### src/rtl/qdiv_if.sv
// Handshake bundle for the qdiv divider: operand request and result response.
// Latency: none, wiring only.
// Backpressure: o_ready/i_valid on the request side, o_valid/i_ready on the result side.
interface qdiv_if #(parameter int DWIDTH = 8);
    logic                       i_valid;
    logic                       o_ready;
    logic signed [2*DWIDTH-1:0] i_dividend;
    logic signed [DWIDTH-1:0]   i_divisor;
    logic                       o_valid;
    logic                       i_ready;
    logic signed [DWIDTH-1:0]   o_quotient;
    logic signed [DWIDTH-1:0]   o_remainder;
    logic                       o_ovf;
    logic                       o_div0;

    // Divider side
    modport slave (
        input  i_valid, i_dividend, i_divisor, i_ready,
        output o_ready, o_valid, o_quotient, o_remainder, o_ovf, o_div0
    );

    // Requester / consumer side
    modport master (
        output i_valid, i_dividend, i_divisor, i_ready,
        input  o_ready, o_valid, o_quotient, o_remainder, o_ovf, o_div0
    );
endinterface

### src/rtl/qdiv.sv
// Signed restoring divider: 2*DWIDTH dividend / DWIDTH divisor -> saturated quotient + remainder.
// Latency: 2*DWIDTH+1 edges from accept to o_valid; 1 edge for divide-by-zero.
// Backpressure: accepts only when idle; result held in DONE until i_ready.
module qdiv #(
    parameter int DWIDTH = 8
) (
    input  logic  i_clk,
    input  logic  i_rst_n,
    qdiv_if.slave bus
);
    localparam int DW2 = 2 * DWIDTH;
    localparam int CW  = $clog2(DW2 + 1);

    localparam logic [DW2-1:0]    QPOS_LIM = DW2'((1 << (DWIDTH - 1)) - 1);
    localparam logic [DW2-1:0]    QNEG_LIM = DW2'(1 << (DWIDTH - 1));
    localparam logic [DWIDTH-1:0] Q_MAX    = {1'b0, {(DWIDTH-1){1'b1}}};
    localparam logic [DWIDTH-1:0] Q_MIN    = {1'b1, {(DWIDTH-1){1'b0}}};

    typedef enum logic [1:0] {IDLE, CALC, DONE} state_t;

    state_t            state, state_nxt;
    logic [CW-1:0]     cnt;
    logic [DW2:0]      dvd_mag;   // one spare bit so |-2^(2W-1)| is exact
    logic [DWIDTH:0]   dsr_mag;
    logic [DWIDTH:0]   prem;
    logic [DW2-1:0]    q_mag;
    logic              dvd_neg, dsr_neg, is_div0;
    logic [DWIDTH-1:0] q_out, r_out;
    logic              ovf_out, div0_out;

    logic              accept;
    logic [DW2:0]      dvd_ext;
    logic [DWIDTH:0]   dsr_ext;
    logic [DW2:0]      dvd_abs;
    logic [DWIDTH:0]   dsr_abs;
    logic [DWIDTH:0]   trial, diff;
    logic              ge;
    logic [DWIDTH-1:0] q_fin, r_fin;
    logic              ovf_fin;

    assign accept          = bus.i_valid && (state == IDLE);
    assign bus.o_ready     = (state == IDLE);
    assign bus.o_valid     = (state == DONE);
    assign bus.o_quotient  = q_out;
    assign bus.o_remainder = r_out;
    assign bus.o_ovf       = ovf_out;
    assign bus.o_div0      = div0_out;

    // Operand magnitudes, sign-extended by one bit before negation
    assign dvd_ext = {bus.i_dividend[DW2-1], bus.i_dividend};
    assign dsr_ext = {bus.i_divisor[DWIDTH-1], bus.i_divisor};
    assign dvd_abs = dvd_ext[DW2] ? -dvd_ext : dvd_ext;
    assign dsr_abs = dsr_ext[DWIDTH] ? -dsr_ext : dsr_ext;

    // One restoring step: bring in the next dividend bit and trial-subtract
    assign trial = {prem[DWIDTH-1:0], dvd_mag[DW2-1]};
    assign ge    = (trial >= dsr_mag);
    assign diff  = trial - dsr_mag;

    // Sign restoration and saturation of the finished magnitudes
    always_comb begin
        q_fin   = q_mag[DWIDTH-1:0];
        ovf_fin = 1'b0;
        r_fin   = dvd_neg ? -prem[DWIDTH-1:0] : prem[DWIDTH-1:0];
        if (is_div0) begin
            q_fin = dvd_neg ? Q_MIN : Q_MAX;
            r_fin = '0;
        end else if (!(dvd_neg ^ dsr_neg)) begin
            if (q_mag > QPOS_LIM) begin
                q_fin   = Q_MAX;
                ovf_fin = 1'b1;
            end
        end else if (q_mag > QNEG_LIM) begin
            q_fin   = Q_MIN;
            ovf_fin = 1'b1;
        end else begin
            q_fin = -q_mag[DWIDTH-1:0];
        end
    end

    // State register
    always_ff @(posedge i_clk or negedge i_rst_n) begin
        if (!i_rst_n) state <= IDLE;
        else          state <= state_nxt;
    end

    // Next-state: divide-by-zero also passes through one CALC edge (cnt=0) to load results
    always_comb begin
        state_nxt = state;
        case (state)
            IDLE:    if (accept)      state_nxt = CALC;
            CALC:    if (cnt == '0)   state_nxt = DONE;
            DONE:    if (bus.i_ready) state_nxt = IDLE;
            default:                  state_nxt = IDLE;
        endcase
    end

    // Operand capture, iteration and result registers
    always_ff @(posedge i_clk or negedge i_rst_n) begin
        if (!i_rst_n) begin
            cnt      <= '0;
            dvd_mag  <= '0;
            dsr_mag  <= '0;
            prem     <= '0;
            q_mag    <= '0;
            dvd_neg  <= 1'b0;
            dsr_neg  <= 1'b0;
            is_div0  <= 1'b0;
            q_out    <= '0;
            r_out    <= '0;
            ovf_out  <= 1'b0;
            div0_out <= 1'b0;
        end else begin
            case (state)
                IDLE: if (accept) begin
                    dvd_neg <= bus.i_dividend[DW2-1];
                    dsr_neg <= bus.i_divisor[DWIDTH-1];
                    dvd_mag <= dvd_abs;
                    dsr_mag <= dsr_abs;
                    prem    <= '0;
                    q_mag   <= '0;
                    is_div0 <= (bus.i_divisor == '0);
                    cnt     <= (bus.i_divisor == '0) ? '0 : CW'(DW2);
                end
                CALC: if (cnt != '0) begin
                    prem    <= ge ? diff : trial;
                    q_mag   <= {q_mag[DW2-2:0], ge};
                    dvd_mag <= {dvd_mag[DW2-1:0], 1'b0};
                    cnt     <= cnt - CW'(1);
                end else begin
                    q_out    <= q_fin;
                    r_out    <= r_fin;
                    ovf_out  <= ovf_fin;
                    div0_out <= is_div0;
                end
                default: ;
            endcase
        end
    end
endmodule

### src/flat_wrapper.sv
// flat-port wrapper written by rule: the top's interface ports become plain ports
module qdiv_flat 
#(
    parameter int DWIDTH = 8
)
  (i_clk, i_rst_n, bus_i_valid, bus_i_dividend, bus_i_divisor, bus_i_ready, bus_o_ready, bus_o_valid, bus_o_quotient, bus_o_remainder, bus_o_ovf, bus_o_div0);
  qdiv_if #(.DWIDTH(DWIDTH)) bus_i ();
  input  logic i_clk;
  input  logic i_rst_n;
  input wire logic [$bits(bus_i.i_valid)-1:0] bus_i_valid;
  input wire logic [$bits(bus_i.i_dividend)-1:0] bus_i_dividend;
  input wire logic [$bits(bus_i.i_divisor)-1:0] bus_i_divisor;
  input wire logic [$bits(bus_i.i_ready)-1:0] bus_i_ready;
  output wire logic [$bits(bus_i.o_ready)-1:0] bus_o_ready;
  output wire logic [$bits(bus_i.o_valid)-1:0] bus_o_valid;
  output wire logic [$bits(bus_i.o_quotient)-1:0] bus_o_quotient;
  output wire logic [$bits(bus_i.o_remainder)-1:0] bus_o_remainder;
  output wire logic [$bits(bus_i.o_ovf)-1:0] bus_o_ovf;
  output wire logic [$bits(bus_i.o_div0)-1:0] bus_o_div0;
  assign bus_i.i_valid = bus_i_valid;
  assign bus_i.i_dividend = bus_i_dividend;
  assign bus_i.i_divisor = bus_i_divisor;
  assign bus_i.i_ready = bus_i_ready;
  assign bus_o_ready = bus_i.o_ready;
  assign bus_o_valid = bus_i.o_valid;
  assign bus_o_quotient = bus_i.o_quotient;
  assign bus_o_remainder = bus_i.o_remainder;
  assign bus_o_ovf = bus_i.o_ovf;
  assign bus_o_div0 = bus_i.o_div0;
  qdiv #(.DWIDTH(DWIDTH)) u_core (.i_clk(i_clk), .i_rst_n(i_rst_n), .bus(bus_i));
endmodule
### config.mk
export PLATFORM = sky130hd
export DESIGN_NAME = qdiv_flat
export DESIGN_NICKNAME = d
export VERILOG_FILES = /design/src/rtl/qdiv_if.sv /design/src/rtl/qdiv.sv /design/src/flat_wrapper.sv
export SDC_FILE = /design/constraint.sdc
export NUM_CORES = 1
export LEC_CHECK = 0
export BUFFER_PORTS_ARGS = -buffer_cell sky130_fd_sc_hd__buf_4
export CAP_MARGIN = 15
export CORE_ASPECT_RATIO = 0.9
export CORE_MARGIN = 5
export CORE_UTILIZATION = 25
export DETAILED_ROUTE_END_ITERATION = 6
export RECOVER_POWER = 25
export SLEW_MARGIN = 20
export SYNTH_ARGS = -nofsm -noshare
export SYNTH_HDL_FRONTEND = slang
export SYNTH_SLANG_ARGS = --single-unit
### constraint.sdc
create_clock -name i_clk -period 4.35 [get_ports i_clk]
set_clock_uncertainty 0.2 [all_clocks]
set_input_delay 0.435 -clock i_clk [delete_from_list [all_inputs] [get_ports i_clk]]
set_output_delay 0.435 -clock i_clk [all_outputs]
set_load 0.03 [all_outputs]
* Word level (Yosys, flattened, before mapping)
Index checks and enable logic that the tools add are counted.
** Word-level totals
- Word-level logic and storage cells :: 71
- Latch bits :: 0
- Bits in read-only memories :: 0
- Memory bits (writable) :: 0
- Memories kept :: 0
- Bits in registers :: 77
- Output and inout bits :: 20
** Cells by class
- $add $sub $neg :: 6
- Equal/unequal tests :: 6
- Bitwise gates (word level) :: 2
- Reduce and logical (&&, ||, !) cells :: 10
- Multiplexer cells :: 31
- Multiply operators :: 0
- Div/mod/pow operators :: 0
- Shifts and indexed selects :: 0
- Order comparisons :: 3
** Operators by type and width (count)
- $mux W16 :: 5
- $mux W8 :: 10
- $pmux W16 S2 :: 2
- $gt A16 B7 Y1 const B :: 1
- $gt A16 B8 Y1 const B :: 1
- $neg A16 Y16 :: 1
- $neg A8 Y8 :: 2
- $pmux W8 S2 :: 1
- $mux W5 :: 3
- $pmux W5 S2 :: 1
- $ge A9 B9 Y1 :: 1
- $mux W9 :: 1
- $neg A9 Y9 :: 1
- $logic_not A8 Y1 :: 1
- $sub A8 B8 Y8 :: 1
- $mux W2 :: 3
- $ne A2 B1 Y1 const B :: 3
- $pmux W2 S3 :: 1
- $reduce_and A3 Y1 :: 2
- $logic_not A5 Y1 :: 1
- $reduce_bool A5 Y1 :: 1
- $sub A5 B1 Y5 const B :: 1
- $mux W1 :: 4
- $reduce_and A2 Y1 :: 2
- other kinds (8) :: 8

* Longest topological paths before layout
Gate-level depths: netlist of run 1.
- Word-level depth :: 4
- Mapped depth :: 9
- Mapped depth without buffers :: 9

* Worst setup path after synthesis of run 1
No wires, ideal clock.
- Path kind :: reg2reg
- Start :: register u_core.prem[1]
- End :: register u_core.prem[5]
- Cell stages (with the launch flop) :: 8
- Setup time :: 126 ps
- Period minus slack after synthesis :: 2296 ps
- Setup slack :: 2054 ps
- Data arrival time :: 1970 ps
- Required time :: 4024 ps
- Cells stage by stage :: dfrtp_1 -> ha_1 -> clkbuf_2 -> o21a_1 -> o31a_1 -> o2111ai_1 -> a2111oi_0 -> a221o_1
** Between the ends
- Longest elaborated chain between the ends :: 4
- Elaborated cells on any way between the ends :: 5
- Classes of those cells :: add/sub: 1; order compare: 1; mux: 3
** Ends and longest elaborated chain
- start, declared :: RTL line qdiv.sv:25 : logic [DWIDTH:0] prem;
- start signal, assigned :: RTL line qdiv.sv:126 : prem <= ge ? diff : trial;
- $sub A8 B8 Y8 / $ge A9 B9 Y1 (equally long branches) :: RTL line qdiv.sv:58, qdiv.sv:57
- $mux W8 * :: RTL line qdiv.sv:126
- $mux W8 * :: RTL line qdiv.sv:125 : CALC: if (cnt != '0) begin
- $pmux W8 S2 * :: RTL line qdiv.sv:114 : case (state)
Mark *: on every way between the ends. The rest lies on a longest branch, timed or not. The select of a mux whose other input is x is not followed.
A chain may end at the register's enable or synchronous reset.

* Worst setup path after layout of run 1
- Start :: register u_core.state[1]
- End :: register u_core.q_out[2], in the netlist u_core.bus.o_quotient[2]
** Between the ends
- Longest elaborated chain between the ends :: 2
** Ends and longest elaborated chain
- start, declared :: RTL line qdiv.sv:21 : state_t state, state_nxt;
- start signal, assigned :: RTL line qdiv.sv:84 : else state <= state_nxt;
- $eq A2 B1 Y1 :: RTL line qdiv.sv:114
- $reduce_and A2 Y1 (no source line)
- end signal, assigned :: RTL line qdiv.sv:131 : q_out <= q_fin;
- end, declared :: RTL line qdiv.sv:28 : logic [DWIDTH-1:0] q_out, r_out;
No other way between the ends.

==> results.md, run 1 <==
Floorplanning:
- The initialized floorplan defines 47 standard-cell rows.
- The horizontal die dimension is 153 microns.
- For this configuration, the core starts out at a cell density of 25.2%.
- The core region is 0.0182 sq mm.
- The floorplan step defined a die boundary enclosing 0.0211 sq mm.
- The number of primary I/O pins is 48.
- The die is 138 microns tall.

Logic synthesis:
- Counting distinct cell types in the post-synthesis netlist gives 65.
- The share of the Yosys chip area taken by registers is approximately 42%.
- The number of instances in the synthesized netlist is 524.
- For this run, asynchronously set or reset flops after synthesis account for 100%.
- The most common flop cell mapped by yosys is dfrtp_1.
- Counting every net in the synthesized netlist gives 568.
- The flip-flop and latch count after synthesis is 77.
- The warning count from the yosys run is 0.
- The mapped cell area is 0.00458 sq mm.
- The number of flops mapped to enable cells by yosys is 0.
- By area the synthesized netlist is led by dfrtp_1, o21ai_0, nand2_1.
- The most frequent cell after synthesis is dfrtp_1.
- Summed over all instances, the cell type with the most area after synthesis is dfrtp_1.
- The synthesized area per cell is around 8.7 sq um.
- The commonest cells after synthesis are dfrtp_1, nand2_1, o21ai_0.
- The proportion of netlist area held by the largest area contributor is 42.1%.

Route:
- The routed metal-1 wirelength is 6080 microns.
- The number of violations reported at the end of detailed-routing iteration 0 is about 250.
- The detail route stage leaves a number of antenna-violating nets equal to 0.
- Before antenna repair, the detailed router went through 5 iterations.
- The detailed router used layers up to and including met4.
- The length of routed met2 wiring is 4560 microns.
- The met3 layer wire length in the routed design is 664 microns.
- The total via count in the routed design is 3873.
- Dividing the detail-routed via count by the number of cells gives 4.78.
- The final wirelength is 11400 microns.
- The remaining routing DRC violations is 0.
- The average wire length per cell after detail routing is ~14 microns.

Final layout:
- The number of diodes is 0.
- The fraction of final layout cells sized beyond drive strength 1 is between 10% and 20%.
- The net count reported at finish is roughly 600.
- The area growth from synthesis to layout is 18.5%.
- The final cell area excluding filler cells is 0.00542 sq mm.
- Summing all flip-flop and latch instances after layout gives 0.00193 sq mm.
- The finished layout holds 810 standard cells, fillers aside.
- Cells fill 29.8% of the core in the end.
- The area taken by multi-input logic gates is about 0.0024 sq mm.
- Counting the fill cells in the layout gives 1936.

Power and ir drop:
- The completed layout was analyzed and its total power is 4.32 mW.
- The static leakage is 2.32 nW.
- The power density over cell area is 796 mW/mm^2.
- VDD sags by at most 0.285 mV.

GRT:
- The wire length of the first global-routing pass is 18900 microns.
- The via count of the first global-routing pass is 3604.
- Summed over all layers, the global routing overflow is 0.
- The initial antenna violation count is 0.
- The largest net degree at the start of global routing is roughly 80.
- Global routing used 10.8% of the available tracks across all layers.

Clock network:
- The clock tree from TritonCTS is done.
- The post-cts repair resize count is 0.
- The H-tree depth is 3.
- Counting every sink on the clock net gives 77.
- The number of buffers added by the clock tree synthesis step is 9.
- Counting along the longest clock path gives a buffer depth of 2.
- The clock transition time at the flip-flop clock pins of the worst setup and hold paths is about 0.060 ns.
- The cell at the root of the clock tree is clkbuf_16.
- The clock reaches the later pin of the worst-skew pair after 0.33 ns.

Timing:
- The final number of hold-violating endpoints is 0.
- At the pin with the least slew margin, the transition time is between 1.5 and 2 ns.
- The total setup violations reported at the end of the flow is 0.
- The worst path needs ~2.8 ns of the cycle, external delays included.
- The final count of pins violating max slew is 78.
- The timing-limited maximum frequency is approximately 350 MHz.
- The worst max-slew margin expressed relative to the limit is -28.0%.
- The final setup TNS is 0 ns.
- Setup repair after global routing left no endpoint under its margin.
- The worst path uses 64.9% of the clock period.

Setup path:
- The worst setup path is launched from a register.
- STA classifies the critical path endpoint as a register.
- Of all nets on the critical path, the largest fanout is 23.
- Data on the critical path is required at its endpoint by 4.36 ns.
- The critical path is of the reg -> reg type.
- The data arrival time of the critical path is about 2.8 ns.

Placed design:
- The final estimated routing congestion in global placement is 0.815.
- Detailed placement finished with a half-perimeter wire length of ~8400 microns.
- After detailed placement, the total cell area comes to a little over 0.005 sq mm.
- The number of instances in the placed design is 793.
- The count of buffers added on input and output ports is 47.

Min path:
- The worst hold path belongs to the class in -> reg.

Outcome:
- The run finished, with violations left.
- The final reports fail on capacitance limit, slew limit.

Flow run:
- The count of maximum capacitance violations is 1.
## path summary, 6_finish.rpt
kind                                         from                         to  slack [ns]  cells past startpoint
worst min register to register  u_core.dsr_mag[5]          u_core.dsr_mag[5]        0.28                      2
worst max register to register    u_core.state[1]   u_core.bus.o_quotient[2]        1.53                      5
min in group asynchronous                 i_rst_n  u_core.bus.o_remainder[1]        0.99                      2
worst min-delay path                  bus_i_ready            u_core.state[1]        0.14                      2
worst max-delay path              u_core.state[1]   u_core.bus.o_quotient[2]        1.53                      5
max in group asynchronous                 i_rst_n             u_core.prem[0]        1.83                      2
## flip-flops by register name (all words and copies together), names as in the netlist
name                    cells
u_core.state                2
u_core.dsr_neg              1
u_core.prem                 8
u_core.dvd_neg              1
u_core.dsr_mag              9
u_core.q_mag               16
u_core.cnt                  5
u_core.is_div0              1
u_core.bus.o_quotient       8
u_core.bus.o_div0           1
u_core.dvd_mag             16
u_core.bus.o_remainder      8
u_core.bus.o_ovf            1
## where the power goes
part           switching [mW]  internal [mW]
combinational            1.44          0.901
clock                   0.285          0.417
sequential              0.271           1.01
## metrics by stage
stage	hold WS (ns)	setup WS (ns)
2_1_floorplan	-0.0606	2.05
3_3_place_gp	0.261	1.54
3_5_place_dp	0.267	1.52
4_1_cts	0.102	1.49
5_1_grt	0.141	1.19
6_report	0.144	1.53
## cell type report
class,count,area share [%]
Sequential cell,77,35.5
Timing Repair Buffer,53,6.85
Inverter,29,2.01
Clock buffer,13,4.80
Tap cell,245,5.65
Clock inverter,3,0.369
Multi-Input combinational cell,390,44.8
## critical path, cell delays in order (launching register included)
cell and delay [ns]:
dfrtp_1 0.40, nor2b_1 0.65, nand2_1 0.68, nor2_1 0.52, o21a_1 0.19, a21oi_1 0.06
## cells by family after synthesis
| kind of cell | after synthesis | share of synthesized area, % |
|---|---|---|
| adder cells (fa/ha/maj) | 16 | 4.54 |
| AO/OA/AOI/OAI | 163 | 23.1 |
| flip-flops | 77 | 42.1 |
| buffers and inverters | 57 | 4.95 |
| XOR/XNOR | 26 | 4.97 |
| AND/OR/NAND/NOR | 177 | 18.6 |
| multiplexers | 8 | 1.75 |
## placed cells by master, fill, tap and decap left out, drive strengths merged, types with 9 or more instances in the layout
| master | n |
|---|---|
| clkbuf | 21 |
| a211oi | 9 |
| nand3 | 13 |
| a21oi | 26 |
| nand2 | 72 |
| buf | 44 |
| xnor2 | 17 |
| inv | 29 |
| ha | 15 |
| nor3 | 10 |
| o31ai | 19 |
| dfrtp | 77 |
| o21ai | 57 |
| xor2 | 9 |
| nor2 | 37 |
## layer usage
| layer | up-vias | GRT usage (%) |
|---|---|---|
| met1 | 1778 | 16.6 |
| met2 | 114 | 14.7 |
| met3 | 10 | 2.94 |
| met4 | 0 | 2.95 |
| li1 | 1971 | - |
| met5 | - | 0 |
## timing repair
action | 4_1_cts | 5_1_grt
hold buffers | 0 | 1
buffers inserted | 0 | 0
endpoints found under the hold margin | 0 | 21
Note: power is estimated with default switching activity, not from simulation.
==> inputs of run 2 (changes only) <==
==> constraint.sdc (replaced) <==
create_clock -name i_clk -period 2.9 [get_ports i_clk]
set_clock_uncertainty 0.2 [all_clocks]
set_input_delay 0.29 -clock i_clk [delete_from_list [all_inputs] [get_ports i_clk]]
set_output_delay 0.29 -clock i_clk [all_outputs]
set_load 0.03 [all_outputs]
==> run 2 against run 1 <==
  * The flow still finishes with violations (capacitance limit, slew limit)
  * Flip-flop and latch count unchanged
  * Routed wire length up 1.2%
  * Combinational power up 59%
  * Count of clock-buffer cells in the layout up 1
  * Register-to-register slack worse by 1.2 ns
  * Maximum frequency up 11%
  * Cell count up 1.4%
  * Largest cell class unchanged
  * Largest power group unchanged
  * Highest routed layer unchanged
==> results.md, run 2 (same netlist as run 1, synthesis figures left out) <==
Floorplanning:
- The floorplan die height is 138 microns (unchanged).
- The number of placement rows came to 47 (unchanged).
- The area of the core came to 0.0182 sq mm (unchanged).
- The effective utilization at floorplan is 25.2% (unchanged).
- The full die area is 0.0211 sq mm (unchanged).
- The horizontal die dimension is 153 microns (unchanged).
- The number of primary I/O pins is 48 (unchanged).

Power and ir drop:
- The static leakage is 2.41 nW (+4.0%).
- The maximum vdd drop was 0.497 mV (+74%).
- The power density over cell area is 1200 mW/mm^2 (+51%).

Outcome:
- The run finished, with violations left.
- The final reports fail on capacitance limit, slew limit.

GRT:
- The overall fraction of global-route tracks in use is 11.0% (+0.23 points).
- The initial antenna violation count is 0 (unchanged).
- The wire length of the first global-routing pass came to 19400 microns (+2.3%).
- The via count of the first global-routing pass is 3628 (+0.67%).
- The total grt overflow is 0 (unchanged).
- The largest net degree at the start of global routing came to 78 (unchanged).

Min path:
- The worst hold path startpoint is bus_i_dividend[14].
- The end point of the most critical hold path is u_core.dvd_mag[14].
- The cell count of the worst hold path was 3 (+1).
- The min-delay analysis places its worst path in the category in -> reg.

Placed design:
- The number of instances in the placed design is 804 (+1.4%).
- The final estimated routing congestion in global placement was 0.832 (+2.0%).
- The total placed instance area is 0.00527 sq mm (+2.1%).
- The number of buffers inserted by port buffering is 47 (unchanged).
- The HPWL after detailed placement was 8510 microns (+1.9%).

Setup path:
- The depth of the most critical reg-to-reg path was 6 (+1).
- The required time reported for the critical path endpoint came to 2.92 ns (-1.44 ns).
- The buffer and inverter count on the worst path was 0 (unchanged).
- The highest cell delay on the worst timing path is 0.56 ns (-0.12 ns).
- STA classifies the critical path endpoint as a register.
- The data arrival time of the critical path is 2.56 ns (-0.27 ns).
- The critical register-to-register path startpoint is u_core.prem[2].
- The master of the slowest instance on the critical path is a21oi_1.
- Traced cell by cell, the critical path runs through ha_1 -> nand4_1 -> o21bai_1 -> a21oi_1 -> a2111oi_0 -> a221o_1.
- The reg-to-reg setup timing slack is 0.36 ns (-1.17 ns).
- Among cell families on the critical path, the largest total delay comes from compound AO/OA/AOI/OAI gates.
- The worst setup path category is reg -> reg.
- The endpoint of the worst-slack reg-to-reg timing path is u_core.prem[5].
- The largest fanout on the critical path was 8 (-65%).
- The type of origin of the critical path is a register.

Clock network:
- The sink count of the clock tree was 77 (unchanged).
- The clock transition time at the flip-flop clock pins of the worst setup and hold paths came to 0.06 ns (about the same).
- The maximum count of clock buffers along a single path was 2 (unchanged).
- The number of buffers added for setup after CTS is 0 (unchanged).
- The number of buffers added by the clock tree synthesis step came to 9 (unchanged).
- The clock latency of the later-clocked register in the worst-skew pair was 0.33 ns (about the same).
- TritonCTS built the clock tree.
- The H-tree depth is 3 (unchanged).
- The post-cts repair resize count was 0 (unchanged).
- The cell at the root of the clock tree is clkbuf_16.

Timing:
- The final setup TNS came to 0 ns (unchanged).
- The final count of pins violating max slew is 78 (unchanged).
- The worst max-slew margin expressed relative to the limit is -13.4% (+15 points).
- The fraction of the cycle the final worst path needs was 87.7% (+23 points).
- The post-route minimum period is 2.54 ns (-0.278 ns).
- Setup repair after global routing left no endpoint under its margin.
- The slew at the pin closest to its max-slew limit was 1.70 ns (-0.218 ns).
- The final number of hold-violating endpoints is 0 (unchanged).
- The total setup violations reported at the end of the flow is 0 (unchanged).
- The timing-limited maximum frequency is 393 MHz (+11%).

Final layout:
- The final cell area excluding filler cells is 0.00555 sq mm (+2.4%).
- The number of diodes is 0 (unchanged).
- The synthesis-to-layout area growth is 21.3%.
- The most common cell after layout, fill and taps aside is dfrtp_1.
- The net count reported at finish is 616 (+2.0%).
- In the final layout, the registers with the most flip-flops are u_core.dvd_mag (16), u_core.q_mag (16), u_core.dsr_mag (9).
- The fraction of final layout cells sized beyond drive strength 1 is 15.3% (+2.7 points).
- The post-route non-filler standard cell count came to 821 (+1.4%).
- In the layout the commonest cells are dfrtp_1, nand2_1, buf_4.

Route:
- The number of violations reported at the end of detailed-routing iteration 0 is 246 (-2.8%).
- The remaining routing DRC violations was 0 (unchanged).
- The number of antenna-violating nets in the routed design is 0 (unchanged).
- The routed via count divided by cell count came to 4.74 (-0.93%).
- The final wirelength was 11600 microns (+1.2%).
- The total via count in the routed design is 3889 (+0.41%).
- The number of optimization iterations in the first detailed-route pass came to 5 (unchanged).
- The average wire length per cell after detail routing is 14.1 microns (-0.17%).

Flow run:
- The count of maximum capacitance violations came to 1 (unchanged).
[run 2: cell count changes in the layout (fill, tap and decap cells not counted)]
cell / delta
clkbuf_4: +1
clkbuf_1: -7
clkbuf_8: +1
buf_2: +1
buf_12: +1
clkinvlp_4: -2
dlygate4sd3_1: +1
buf_4: +16
clkbuf_2: -1
[run 2: how the worst max path moves through the flow]
stage	start	end	slack (ns)	depth (start not counted)
floorplan	u_core.prem[1]	u_core.prem[5]	0.60	7
global placement	u_core.q_mag[0]	u_core.bus.o_quotient[5]	0.42	7
detailed placement	u_core.cnt[0]	u_core.bus.o_quotient[4]	0.40	7
CTS	u_core.cnt[0]	u_core.bus.o_quotient[4]	0.39	7
global route	i_rst_n	u_core.dvd_mag[2]	0.18	3
finish	u_core.prem[2]	u_core.prem[5]	0.36	6
[run 2: tightest hold or removal path: cells and delay by family]
family	cells	cell delay [ns]
AO/OA/AOI/OAI	2	0.14
buffers and inverters	1	0.09
[run 2: repair_timing]
| action | CTS | global route |
|---|---|---|
| endpoints found under the setup margin | 0 | 0 |
| hold buffers | 2 | 0 |
| hold endpoints to repair | 78 | 0 |
[run 2: area by class of cell]
cell class | count | area (sq um)
fillers | 1935 | 12600
multi-input cells | 390 | 2430
flip-flops and latches | 77 | 1930
repair buffers | 65 | 503
well taps | 245 | 307
clock buffers | 14 | 274
inverters | 29 | 109
clock inverters | 1 | 5.00
[run 2: where the power goes]
group	leakage [nW]	internal [mW]	total, mW	switching (mW)
sequential	0.978	1.51	1.89	0.382
clock	0.139	0.644	1.05	0.411
combinational	1.30	1.51	3.72	2.22
total	2.41	3.66	6.67	3.01
[run 2: stage by stage]
step,worst slack [ns],hold slack (ns),power [mW],util [%]
after floorplan,0.604,-0.206,4.49,-
final,0.357,0.0236,6.67,30.6
after global placement,0.416,0.152,5.59,29.0
after CTS,0.386,0.0152,6.71,30.6
after detailed placement,0.401,0.151,5.62,29.0
after global routing,0.182,0.0516,7.24,30.6
[run 2: routing by layer]
metal	vias up	part of all wire [%]	GRT usage [%]
li1	1980	-	-
met1	1786	54	17.3
met5	-	0	0
met2	115	39	14.7
met4	0	1.1	2.95
met3	8	5.6	2.97
==> inputs of run 3 (changes only) <==
--- a/config.mk
+++ b/config.mk
@@ -9,7 +9,7 @@
 export CAP_MARGIN = 15
 export CORE_ASPECT_RATIO = 0.9
 export CORE_MARGIN = 5
-export CORE_UTILIZATION = 25
+export CORE_UTILIZATION = 35
 export DETAILED_ROUTE_END_ITERATION = 6
 export RECOVER_POWER = 25
 export SLEW_MARGIN = 20
==> run 3 against run 2 <==
  * The run still ends with capacitance limit, slew limit left
  * Hold slack improved by 0.0020 ns
  * First-iteration DRC count fell by 0.41%
  * Design area fell by 2.7%
  * Largest cell class unchanged
  * Routed wire length fell by 3.4%
  * Sequential share of layout area rose by 0.96 points
  * Via count fell by 0.33%
==> results.md, run 3 (same netlist as run 1, synthesis figures left out) <==
Route:
- The routed via count divided by cell count was 5.26 (+11%).
- The final wirelength was 11200 microns (-3.4%).
- The total via count in the routed design is 3876 (-0.33%).
- The number of optimization iterations in the first detailed-route pass is 4 (-1).
- The remaining routing DRC violations is 0 (unchanged).
- The number of antenna-violating nets in the routed design came to 0 (unchanged).
- The average wire length per cell after detail routing came to 15.2 microns (+7.6%).
- The number of violations reported at the end of detailed-routing iteration 0 is 245 (-0.41%).

Placed design:
- The number of buffers inserted by port buffering is 47 (unchanged).
- The HPWL after detailed placement is 8190 microns (-3.7%).
- The final estimated routing congestion in global placement was 0.913 (+9.8%).
- The number of instances in the placed design came to 720 (-10%).

Final layout:
- The library cell used most frequently in the layout, excluding fill and tap cells, is dfrtp_1.
- The largest registers in the layout are u_core.dvd_mag (16), u_core.q_mag (16), u_core.dsr_mag (9).
- The library cells used most frequently in the layout, excluding fill and tap cells, are dfrtp_1, nand2_1, o21ai_0.
- The number of diodes is 0 (unchanged).
- The net count reported at finish is 613 (-0.49%).
- The synthesis-to-layout area growth is 18.0%.
- The fraction of final layout cells sized beyond drive strength 1 is 12.9% (-2.4 points).
- The post-route non-filler standard cell count is 737 (-10%).
- The end-of-flow core utilization was 42.4% (+12 points).

Clock network:
- The maximum count of clock buffers along a single path was 2 (unchanged).
- The H-tree depth came to 3 (unchanged).
- Clock tree synthesis selected as its root buffer the cell clkbuf_16.
- The hold buffer count at CTS is 2 (unchanged).
- The number of buffers added for setup after CTS came to 0 (unchanged).
- The sink count of the clock tree is 77 (unchanged).
- The number of buffers added by the clock tree synthesis step is 9 (unchanged).
- The post-cts repair resize count is 0 (unchanged).
- The clock transition time at the flip-flop clock pins of the worst setup and hold paths was 0.05 ns (about the same).
- The clock latency of the later-clocked register in the worst-skew pair is 0.33 ns (about the same).
- The clock tree from TritonCTS is done.

Outcome:
- The final reports fail on capacitance limit, slew limit.
- The flow ran to the end, but the final reports show violations.

Floorplanning:
- The floorplan die height is 119 microns (-14%).
- The horizontal die dimension came to 131 microns (-14%).
- The area of the core is 0.0127 sq mm (-30%).
- The effective utilization at floorplan is 35.9% (+11 points).
- The number of placement rows came to 39 (-17%).
- The number of primary I/O pins was 48 (unchanged).
- The full die area is 0.0155 sq mm (-27%).

Min path:
- The end point of the most critical hold path is u_core.dvd_mag[14].
- The worst hold path belongs to the class in -> reg.
- The startpoint identified for the worst hold timing path is bus_i_dividend[14].
- The cell count of the worst hold path is 3 (unchanged).

Timing:
- The slew at the pin closest to its max-slew limit is 1.91 ns (+0.211 ns).
- The worst max-slew margin expressed relative to the limit came to -27.5% (-14 points).
- The final setup TNS is 0 ns (unchanged).
- The post-route minimum period is 2.67 ns (+0.131 ns).
- The fraction of the cycle the final worst path needs is 92.2% (+4.5 points).
- The timing-limited maximum frequency is 374 MHz (-4.9%).
- The final number of hold-violating endpoints was 0 (unchanged).
- Setup repair after global routing left no endpoint under its margin.
- The final count of pins violating max slew is 78 (unchanged).
- The total setup violations reported at the end of the flow is 0 (unchanged).

Setup path:
- The worst setup path is of the reg -> reg kind.
- The first element of the critical path is u_core.prem[3].
- The depth of the most critical reg-to-reg path was 6 (unchanged).
- The type of origin of the critical path is a register.
- The largest fanout on the critical path was 7 (-1).
- The master of the slowest instance on the critical path is a2111oi_0.
- The critical path goes through ha_1 -> nor2_1 -> o21ai_0 -> o2111ai_1 -> a2111oi_0 -> a221o_1.
- In this run the critical register-to-register path is captured at u_core.prem[5].
- The required time reported for the critical path endpoint was 2.96 ns (+0.04 ns).
- The reg-to-reg setup timing slack came to 0.23 ns (-0.13 ns).
- The data arrival time of the critical path was 2.74 ns (+0.18 ns).
- STA classifies the critical path endpoint as a register.
- In this run the critical register-to-register path is launched from u_core.prem[3].
- The highest cell delay on the worst timing path was 0.55 ns (about the same).

Power and ir drop:
- The maximum vdd drop is 0.367 mV (-26%).
- The static leakage is 2.35 nW (-2.5%).
- The power density over cell area is 1230 mW/mm^2 (+2.0%).

GRT:
- The largest net degree at the start of global routing is 78 (unchanged).
- The initial antenna violation count came to 0 (unchanged).
- The wire length of the first global-routing pass is 18600 microns (-3.8%).
- The via count of the first global-routing pass came to 3742 (+3.1%).
- The overall fraction of global-route tracks in use is 14.8% (+3.8 points).
- The total grt overflow is 0 (unchanged).

Flow run:
- The count of maximum capacitance violations came to 1 (unchanged).
[run 3: changes by cell type in the layout (fill, tap and decap cells not counted), sizes merged]
cell      before  now
buf           62   46
clkbuf        15   23
clkinvlp       0    2
bufinv         0    2
clkinv         1    2
[run 3: how the worst max path moves through the flow]
stage / cells past startpoint / to / slack (ns)
floorplan: 7 / u_core.prem[5] / 0.60
global placement: 6 / u_core.prem[5] / 0.35
detailed placement: 6 / u_core.prem[5] / 0.27
CTS: 6 / u_core.prem[5] / 0.26
global route: 6 / u_core.prem[5] / 0.04
finish: 6 / u_core.prem[5] / 0.23
[run 3: power by group]
group          switching (mW)  internal [mW]  total, mW  leakage (nW)
Combinational            2.19           1.38       3.57          1.23
Clock                   0.426          0.748       1.17         0.147
Sequential              0.366           1.51       1.87         0.978
[run 3: per-stage QoR]
step                      hold slack, ns  setup WS, ns  cell area [sq um]  power, mW
final                             0.0256         0.225               5400       6.62
after detailed placement           0.261         0.274               5120       5.52
after CTS                         0.0144         0.261               5460       6.72
after floorplan                   -0.206         0.604               4580       4.49
after global placement             0.253         0.347               5120       5.50
after global routing              0.0557        0.0391               5400       7.16
[run 3: worst max-delay path, delay by kind of cell, from the launching register on]
kind	cells	cell delay, ns
flip-flops	1	0.46
AO/OA/AOI/OAI	4	1.46
AND/OR/NAND/NOR	1	0.08
adder cells (fa/ha/maj)	1	0.42
[run 3: area by class of cell]
class / instances / area [sq um]
clock buffers: 9 / 225
clock inverters: 6 / 88.8
fillers: 1295 / 7330
inverters: 29 / 109
multi-input cells: 390 / 2430
flip-flops and latches: 77 / 1930
well taps: 164 / 205
repair buffers: 62 / 419
[run 3: layer usage]
metal / up-vias / global-route usage [%] / share of wire, %
met4: 0 / 4.69 / 0.64
met3: 2 / 2.84 / 4.2
met1: 1819 / 22.0 / 51
li1: 1979 / - / -
met2: 76 / 21.8 / 44
met5: - / 0 / 0
